**src/rtl/clp_pkg.sv**
```systemverilog
// Shared definitions for the CLP layer sequencer: FSM states, instruction
// field positions, legal kernel sizes and the line-buffer fill length.
package clp_pkg;

    typedef enum logic [2:0] {
        ST_IDLE,
        ST_LOAD,
        ST_FILL,
        ST_RUN,
        ST_DRAIN,
        ST_DONE
    } clp_state_e;

    localparam int TYPE_LSB   = 0;
    localparam int TYPE_W     = 4;
    localparam int KERN_LSB   = 4;
    localparam int KERN_W     = 3;
    localparam int OUTA_LSB   = 20;
    localparam int OUTA_W     = 10;
    localparam int SCAL_LSB   = 30;
    localparam int SCAL_W     = 4;
    localparam int WGT_LSB    = 50;
    localparam int WGT_W      = 10;
    localparam int FAMT_LSB   = 60;
    localparam int FAMT_W     = 10;
    localparam int FADDR_LSB  = 70;
    localparam int FADDR_W    = 15;
    localparam int MAPW_LSB   = 85;
    localparam int INSTR_TOP  = 99;

    localparam logic [KERN_W-1:0] KERNEL_1 = 3'd1;
    localparam logic [KERN_W-1:0] KERNEL_3 = 3'd3;
    localparam logic [KERN_W-1:0] KERNEL_5 = 3'd5;

    function automatic logic is_legal_kernel(input logic [KERN_W-1:0] k);
        return (k == KERNEL_1) || (k == KERNEL_3) || (k == KERNEL_5);
    endfunction

    // Line-buffer preload length: a 1x1 kernel needs no rows buffered ahead.
    function automatic logic [3:0] fill_cycles(input logic [KERN_W-1:0] k);
        return (k == KERNEL_1) ? 4'd1 : ({1'b0, k} + 4'd2);
    endfunction

endpackage

```
**src/rtl/clp_map_counter.sv**
```systemverilog
// Column/row position counters over the output map, with the terminal flag
// and the registered compute-enable window.
module clp_map_counter #(
    parameter int COL_W = 8,
    parameter int ROW_W = 7
) (
    input  logic             clk,
    input  logic             rst_n,
    input  logic             active,
    input  logic             active_next,
    input  logic [COL_W-1:0] map_w,
    input  logic [COL_W-1:0] win_lim,
    input  logic [ROW_W-1:0] last_row,
    output logic [COL_W-1:0] col_q,
    output logic [ROW_W-1:0] row_q,
    output logic             terminal,
    output logic             enable_q
);

    logic [COL_W-1:0] col_d;
    logic [ROW_W-1:0] row_d;
    logic             enable_d;
    logic             col_wrap;

    assign col_wrap = (col_q == (map_w - COL_W'(1)));
    assign terminal = active && col_wrap && (row_q == last_row);

    // Counters sit at zero outside the run so the first run cycle is (0,0).
    always_comb begin
        col_d = '0;
        row_d = '0;
        if (active && active_next) begin
            if (col_wrap) begin
                col_d = '0;
                row_d = row_q + ROW_W'(1);
            end else begin
                col_d = col_q + COL_W'(1);
                row_d = row_q;
            end
        end
        enable_d = active_next && (col_d <= win_lim);
    end

    always_ff @(posedge clk or negedge rst_n) begin
        if (!rst_n) begin
            col_q    <= '0;
            row_q    <= '0;
            enable_q <= 1'b0;
        end else begin
            col_q    <= col_d;
            row_q    <= row_d;
            enable_q <= enable_d;
        end
    end

endmodule

```
**src/rtl/clp_layer_sequencer.sv**
```systemverilog
// Per-layer CLP sequencer: latches a layer instruction on start, validates it,
// then walks fill, run and drain phases with a start/busy/done handshake.
module clp_layer_sequencer
    import clp_pkg::*;
#(
    parameter int INSTR_WIDTH = 100,
    parameter int COL_W       = 8,
    parameter int ROW_W       = 7,
    parameter int PIPE_LAT    = 4
) (
    input  logic                   clk,
    input  logic                   rst_n,
    input  logic                   start,
    input  logic                   abort,
    input  logic [INSTR_WIDTH-1:0] instruction,
    output logic                   busy,
    output logic                   done,
    output logic                   instr_err,
    output logic [3:0]             clp_type,
    output logic [2:0]             clp_kernel,
    output logic [14:0]            feat_addr,
    output logic [9:0]             feat_amount,
    output logic [9:0]             weight_addr,
    output logic [3:0]             scaler_addr,
    output logic [9:0]             out_addr,
    output logic                   clp_enable,
    output logic                   clp_addr_clear,
    output logic [ROW_W-1:0]       row_idx,
    output logic [COL_W-1:0]       col_idx
);

    localparam int MAPH_LSB = INSTR_TOP - ROW_W + 1;
    localparam int DRAIN_W  = (PIPE_LAT > 1) ? $clog2(PIPE_LAT) : 1;

    clp_state_e state_q, state_d;

    logic [3:0]         type_q,  type_d;
    logic [2:0]         kern_q,  kern_d;
    logic [14:0]        faddr_q, faddr_d;
    logic [9:0]         famt_q,  famt_d;
    logic [9:0]         wgt_q,   wgt_d;
    logic [3:0]         scal_q,  scal_d;
    logic [9:0]         outa_q,  outa_d;
    logic [COL_W-1:0]   mapw_q,  mapw_d;
    logic [ROW_W-1:0]   maph_q,  maph_d;
    logic [COL_W-1:0]   win_lim_q,  win_lim_d;
    logic [ROW_W-1:0]   last_row_q, last_row_d;
    logic [2:0]         fill_q,  fill_d;
    logic [DRAIN_W-1:0] drain_q, drain_d;
    logic               busy_q,  busy_d;
    logic               done_q,  done_d;
    logic               err_q,   err_d;
    logic               aclr_q,  aclr_d;
    logic               load_bad;
    logic               terminal;
    logic               unused_bits;

    assign unused_bits = ^{instruction[19:7], instruction[49:34]};

    // Width/height checks use the kernel zero-extended to each counter width.
    assign load_bad = !is_legal_kernel(kern_q)
                   || (mapw_q < COL_W'(kern_q))
                   || (maph_q < ROW_W'(kern_q));

    always_comb begin
        state_d    = state_q;
        type_d     = type_q;
        kern_d     = kern_q;
        faddr_d    = faddr_q;
        famt_d     = famt_q;
        wgt_d      = wgt_q;
        scal_d     = scal_q;
        outa_d     = outa_q;
        mapw_d     = mapw_q;
        maph_d     = maph_q;
        win_lim_d  = win_lim_q;
        last_row_d = last_row_q;
        fill_d     = fill_q;
        drain_d    = drain_q;

        case (state_q)
            ST_IDLE: begin
                if (start && !abort) begin
                    state_d = ST_LOAD;
                    type_d  = instruction[TYPE_LSB +: TYPE_W];
                    kern_d  = instruction[KERN_LSB +: KERN_W];
                    faddr_d = instruction[FADDR_LSB +: FADDR_W];
                    famt_d  = instruction[FAMT_LSB +: FAMT_W];
                    wgt_d   = instruction[WGT_LSB +: WGT_W];
                    scal_d  = instruction[SCAL_LSB +: SCAL_W];
                    outa_d  = instruction[OUTA_LSB +: OUTA_W];
                    mapw_d  = instruction[MAPW_LSB +: COL_W];
                    maph_d  = instruction[MAPH_LSB +: ROW_W];
                end
            end
            ST_LOAD: begin
                if (load_bad) begin
                    state_d = ST_DONE;
                end else begin
                    state_d    = ST_FILL;
                    fill_d     = 3'(fill_cycles(kern_q) - 4'd1);
                    win_lim_d  = mapw_q - COL_W'(kern_q);
                    last_row_d = maph_q - ROW_W'(kern_q);
                end
            end
            ST_FILL: begin
                if (fill_q == 3'd0) state_d = ST_RUN;
                else                fill_d  = fill_q - 3'd1;
            end
            ST_RUN: begin
                if (terminal) begin
                    state_d = ST_DRAIN;
                    drain_d = DRAIN_W'(PIPE_LAT - 1);
                end
            end
            ST_DRAIN: begin
                if (drain_q == '0) state_d = ST_DONE;
                else               drain_d = drain_q - DRAIN_W'(1);
            end
            ST_DONE:  state_d = ST_IDLE;
            default:  state_d = ST_IDLE;
        endcase

        if (abort) state_d = ST_IDLE;

        busy_d = (state_d != ST_IDLE);
        done_d = (state_d == ST_DONE);
        err_d  = (state_d == ST_DONE) && (state_q == ST_LOAD);
        aclr_d = (state_d == ST_RUN);
    end

    always_ff @(posedge clk or negedge rst_n) begin
        if (!rst_n) begin
            state_q    <= ST_IDLE;
            type_q     <= '0;
            kern_q     <= '0;
            faddr_q    <= '0;
            famt_q     <= '0;
            wgt_q      <= '0;
            scal_q     <= '0;
            outa_q     <= '0;
            mapw_q     <= '0;
            maph_q     <= '0;
            win_lim_q  <= '0;
            last_row_q <= '0;
            fill_q     <= '0;
            drain_q    <= '0;
            busy_q     <= 1'b0;
            done_q     <= 1'b0;
            err_q      <= 1'b0;
            aclr_q     <= 1'b0;
        end else begin
            state_q    <= state_d;
            type_q     <= type_d;
            kern_q     <= kern_d;
            faddr_q    <= faddr_d;
            famt_q     <= famt_d;
            wgt_q      <= wgt_d;
            scal_q     <= scal_d;
            outa_q     <= outa_d;
            mapw_q     <= mapw_d;
            maph_q     <= maph_d;
            win_lim_q  <= win_lim_d;
            last_row_q <= last_row_d;
            fill_q     <= fill_d;
            drain_q    <= drain_d;
            busy_q     <= busy_d;
            done_q     <= done_d;
            err_q      <= err_d;
            aclr_q     <= aclr_d;
        end
    end

    clp_map_counter #(
        .COL_W (COL_W),
        .ROW_W (ROW_W)
    ) u_map_counter (
        .clk         (clk),
        .rst_n       (rst_n),
        .active      (state_q == ST_RUN),
        .active_next (state_d == ST_RUN),
        .map_w       (mapw_q),
        .win_lim     (win_lim_q),
        .last_row    (last_row_q),
        .col_q       (col_idx),
        .row_q       (row_idx),
        .terminal    (terminal),
        .enable_q    (clp_enable)
    );

    assign busy           = busy_q;
    assign done           = done_q;
    assign instr_err      = err_q;
    assign clp_addr_clear = aclr_q;
    assign clp_type       = type_q;
    assign clp_kernel     = kern_q;
    assign feat_addr      = faddr_q;
    assign feat_amount    = famt_q;
    assign weight_addr    = wgt_q;
    assign scaler_addr    = scal_q;
    assign out_addr       = outa_q;

endmodule

```
**config.mk**
```make
export PLATFORM = sky130hd
export DESIGN_NAME = clp_layer_sequencer
export DESIGN_NICKNAME = d
export VERILOG_FILES = /design/src/rtl/clp_pkg.sv /design/src/rtl/clp_map_counter.sv /design/src/rtl/clp_layer_sequencer.sv
export SDC_FILE = /design/constraint.sdc
export NUM_CORES = 1
export LEC_CHECK = 0
export CORE_MARGIN = 3
export CORE_UTILIZATION = 50
export DETAILED_ROUTE_END_ITERATION = 10
export GPL_ROUTABILITY_DRIVEN = 0
export HOLD_SLACK_MARGIN = 0.03
export MAX_ROUTING_LAYER = met4
export PLACE_DENSITY = 0.91
export SYNTH_ARGS = -nofsm -noshare
export SYNTH_HDL_FRONTEND = slang
export SYNTH_SLANG_ARGS = --single-unit
```
**constraint.sdc**
```tcl
create_clock -name clk -period 9.3 [get_ports clk]
set_clock_uncertainty 0.05 [all_clocks]
set_input_delay 1.395 -clock clk [delete_from_list [all_inputs] [get_ports clk]]
set_output_delay 1.395 -clock clk [all_outputs]
set_load 0.02 [all_outputs]
```
==> impl_metrics.py <==
metrics = {
    "place": {
        "portBuffers": 150,
        "dp_slack_ps": 4600,
        "hpwl_um": 10600,
    },
    "logic_synthesis": {
        "synth-seq-area-share_pct": 52.0,
        "synth.distinct_cells": 54,
        "yosysWarnings": 0,
        "synth_top_area_share_pct": 52.0,
        "netlist_area_um2": 5490,
        "syn-instance-count": 468,
        "synth_area_leaders": "dfrtp_1, mux2_2, ha_1",
        "synthArstFlopShare_pct": 100,
        "synthDominantAreaCellType": "dfrtp_1",
        "syn_nets": 593,
        "synth_edf_count": 0,
        "synth_flop_cell": "dfrtp_1",
        "ys_ff_latch": 114,
        "syn_area_per_cell_um2": 11.7,
    },
    "timing": {
        "drv_slew": 0,
        "whs_ps": 428,
        "setup-violations-final": 0,
        "clock.fmax_ghz": 0.222,
        "period_share_pct": 48.5,
        "rsz0062_at_grt": "false",
        "hold_viol": 0,
        "timing.setup.tns_ps": 0,
        "fin_ws_ps": 4790,
        "tightestPinTransition_ps": 999,
        "min_period_ps": 4510,
        "maxSlewHeadroom_pct": 33.4,
    },
    "clocking": {
        "cts_inserted_buffers": 17,
        "clkTransAtPathRegs_ps": 50,
        "clock_sinks": 114,
        "htree_levels": 4,
        "cts_tree": "yes",
        "worstSkewPairLatency_ps": 520,
        "cts_root_buf": "clkbuf_8",
        "cts_resized": 0,
        "clockBufferDepth": 2,
        "post_cts_buffers": 0,
        "hold_buffers": 0,
    },
    "flow_run": {
        "maxCapViolCount": 0,
    },
    "power_and_ir_drop": {
        "power-per-cell-area_nw_per_um2": 348,
        "vdd_drop_max_mv": 0.218,
        "p_leak_nw": 3.27,
    },
    "grt": {
        "grt_max_degree": 79,
        "antenna_found_initial": 0,
        "grt_use_total_pct": 27.4,
        "grt_overflow": 0,
        "grt_pass1_wl_um": 25700,
        "grt_pass1_vias": 4793,
    },
    "die": {
        "core_um2": 10500,
        "die_h_um": 111,
        "die_area_um2": 12300,
        "io_pins": 180,
        "initial_utilization_pct": 52.2,
        "rows": 37,
        "die_w_um": 111,
    },
    "finish": {
        "n_fill_cell": 597,
        "drive_gt1_share_pct": 17.8,
        "final_net_count": 743,
        "area_growth_pct": 39.1,
        "diodes": 0,
        "fin_util_pct": 72.7,
    },
    "setup_path": {
        "startpoint_type": "flip-flop",
        "crit_type": "flip-flop to flip-flop",
        "regToRegStartpoint": "mapw_q[0]",
        "end_kind": "flip-flop",
        "crit_required_ps": 9700,
        "crit_fanout": 9,
        "rrSetupSlack_ps": 4790,
        "crit_arrival_ps": 4910,
        "rr_worst_depth": 15,
        "reg2reg_to": "u_map_counter.enable_q",
    },
    "detailed_routing": {
        "viasPerCell": 5.75,
        "first_iter_violations": 227,
        "drc": 0,
        "firstDrtPassIters": 5,
        "vias": 4390,
        "wl_per_cell_um": 20.8,
        "wirelength_um": 15900,
        "final_antenna_net_count": 0,
    },
    "worst_hold_path": {
        "hold_end": "drain_q[0]",
        "holdCritStartpoint": "drain_q[0]",
        "worstHoldPathCells": 1,
        "hold_path_class": "flip-flop to flip-flop",
    },
    "run_status": {
        "status": "finished clean",
    },
}
-- layer usage --
layer / vias up / part of all wire (%) / global-route usage (%)
met5: - / 0 / -
met4: 0 / 2.2 / 9.93
met3: 34 / 8.3 / 9.06
met2: 224 / 52 / 46.6
met1: 2176 / 37 / 30.0
li1: 1956 / - / -
-- synth_stat cells, types with 4 or more instances --
cell      number
dfrtp_1      114
and3_1         8
nand2_1       26
nor3_1         7
or3_1          4
nor2_1        22
nand3_1       10
a21o_1         4
o21a_1         4
xnor2_1       14
o21ai_0       25
ha_1          19
o31ai_1        4
inv_1         27
xor2_1        17
clkbuf_1      16
nand4_1        5
nor4_1         5
a21oi_1       13
a31oi_1        4
mux2_2        72
-- flip-flops by register name (all words and copies together) (netlist names) --
name / cells
clp_kernel: 3
done: 1
instr_err: 1
clp_type: 4
u_map_counter.enable_q: 1
busy: 1
fill_q: 3
drain_q: 2
win_lim_q: 8
u_map_counter.row_q: 7
feat_addr: 15
last_row_q: 7
u_map_counter.col_q: 8
weight_addr: 10
out_addr: 10
maph_q: 7
state_q: 3
clp_addr_clear: 1
mapw_q: 8
scaler_addr: 4
feat_amount: 10
-- logic make-up after synthesis --
| group | after synthesis | share of synthesized area, % |
|---|---|---|
| AND/OR/NAND/NOR | 106 | 10.0 |
| XOR/XNOR | 31 | 4.95 |
| buffers and inverters | 47 | 3.42 |
| flip-flops | 114 | 52.0 |
| adder cells (fa/ha/maj) | 21 | 5.06 |
| multiplexers | 75 | 15.3 |
| AO/OA/AOI/OAI | 74 | 9.28 |
-- worst max-delay path: stages, from the launching register on --
cell and delay, ps:
dfrtp_1 460, inv_1 140, ha_1 260, or3b_4 420, or4_4 490, a22o_4 300
a211o_1 310, nand4_1 340, nor2_1 120, ha_1 330, nor2b_1 140, o21a_1 170
o21a_1 170, o21a_1 170, o31ai_1 340, and4_1 230
-- cell usage in the layout (no fill, tap or decap), drive strengths merged, types with 14 or more instances in the layout --
master,count
xor2,17
nor2,22
clkdlybuf4s50,149
o21ai,26
mux2,72
dfrtp,114
xnor2,14
inv,27
nand2,26
clkbuf,24
ha,19
-- layout make-up --
| cell class | count | area [µm²] | area share, % |
|---|---|---|---|
| sequential | 114 | 2850 | 37.4 |
| multi-input combinational | 307 | 2460 | 32.2 |
| timing repair buffer | 151 | 1510 | 19.7 |
| clock buffer | 24 | 490 | 6.42 |
| tap | 136 | 170 | 2.23 |
| inverter | 27 | 101 | 1.33 |
| clock inverter | 5 | 52.6 | 0.688 |
-- metrics by stage --
| stage | total power, mW | instances | area (µm²) |
|---|---|---|---|
| after floorplan | 1.53 | 468 | 5490 |
| after global placement | 1.93 | 735 | 7090 |
| after detailed placement | 2.01 | 735 | 7090 |
| after CTS | 2.65 | 764 | 7630 |
| after global routing | 2.79 | 764 | 7630 |
| final | 2.66 | 764 | 7630 |
-- power breakdown --
group | switching, mW | internal (mW) | leakage, nW
logic | 0.589 | 0.572 | 1.59
registers | 0.193 | 0.699 | 1.40
clock network | 0.219 | 0.384 | 0.269
-- worst max path at each step --
stage	start	end	slack (ps)	depth (start not counted)
6_report	mapw_q[0]	u_map_counter.enable_q	4790	15
5_1_grt	mapw_q[0]	u_map_counter.enable_q	4650	15
4_1_cts	mapw_q[0]	u_map_counter.enable_q	4810	15
3_5_place_dp	abort	u_map_counter.enable_q	4600	11
3_3_place_gp	abort	u_map_counter.enable_q	4670	11
2_1_floorplan	mapw_q[1]	u_map_counter.enable_q	5520	15
No activity file was read; power rests on OpenSTA's default activity.
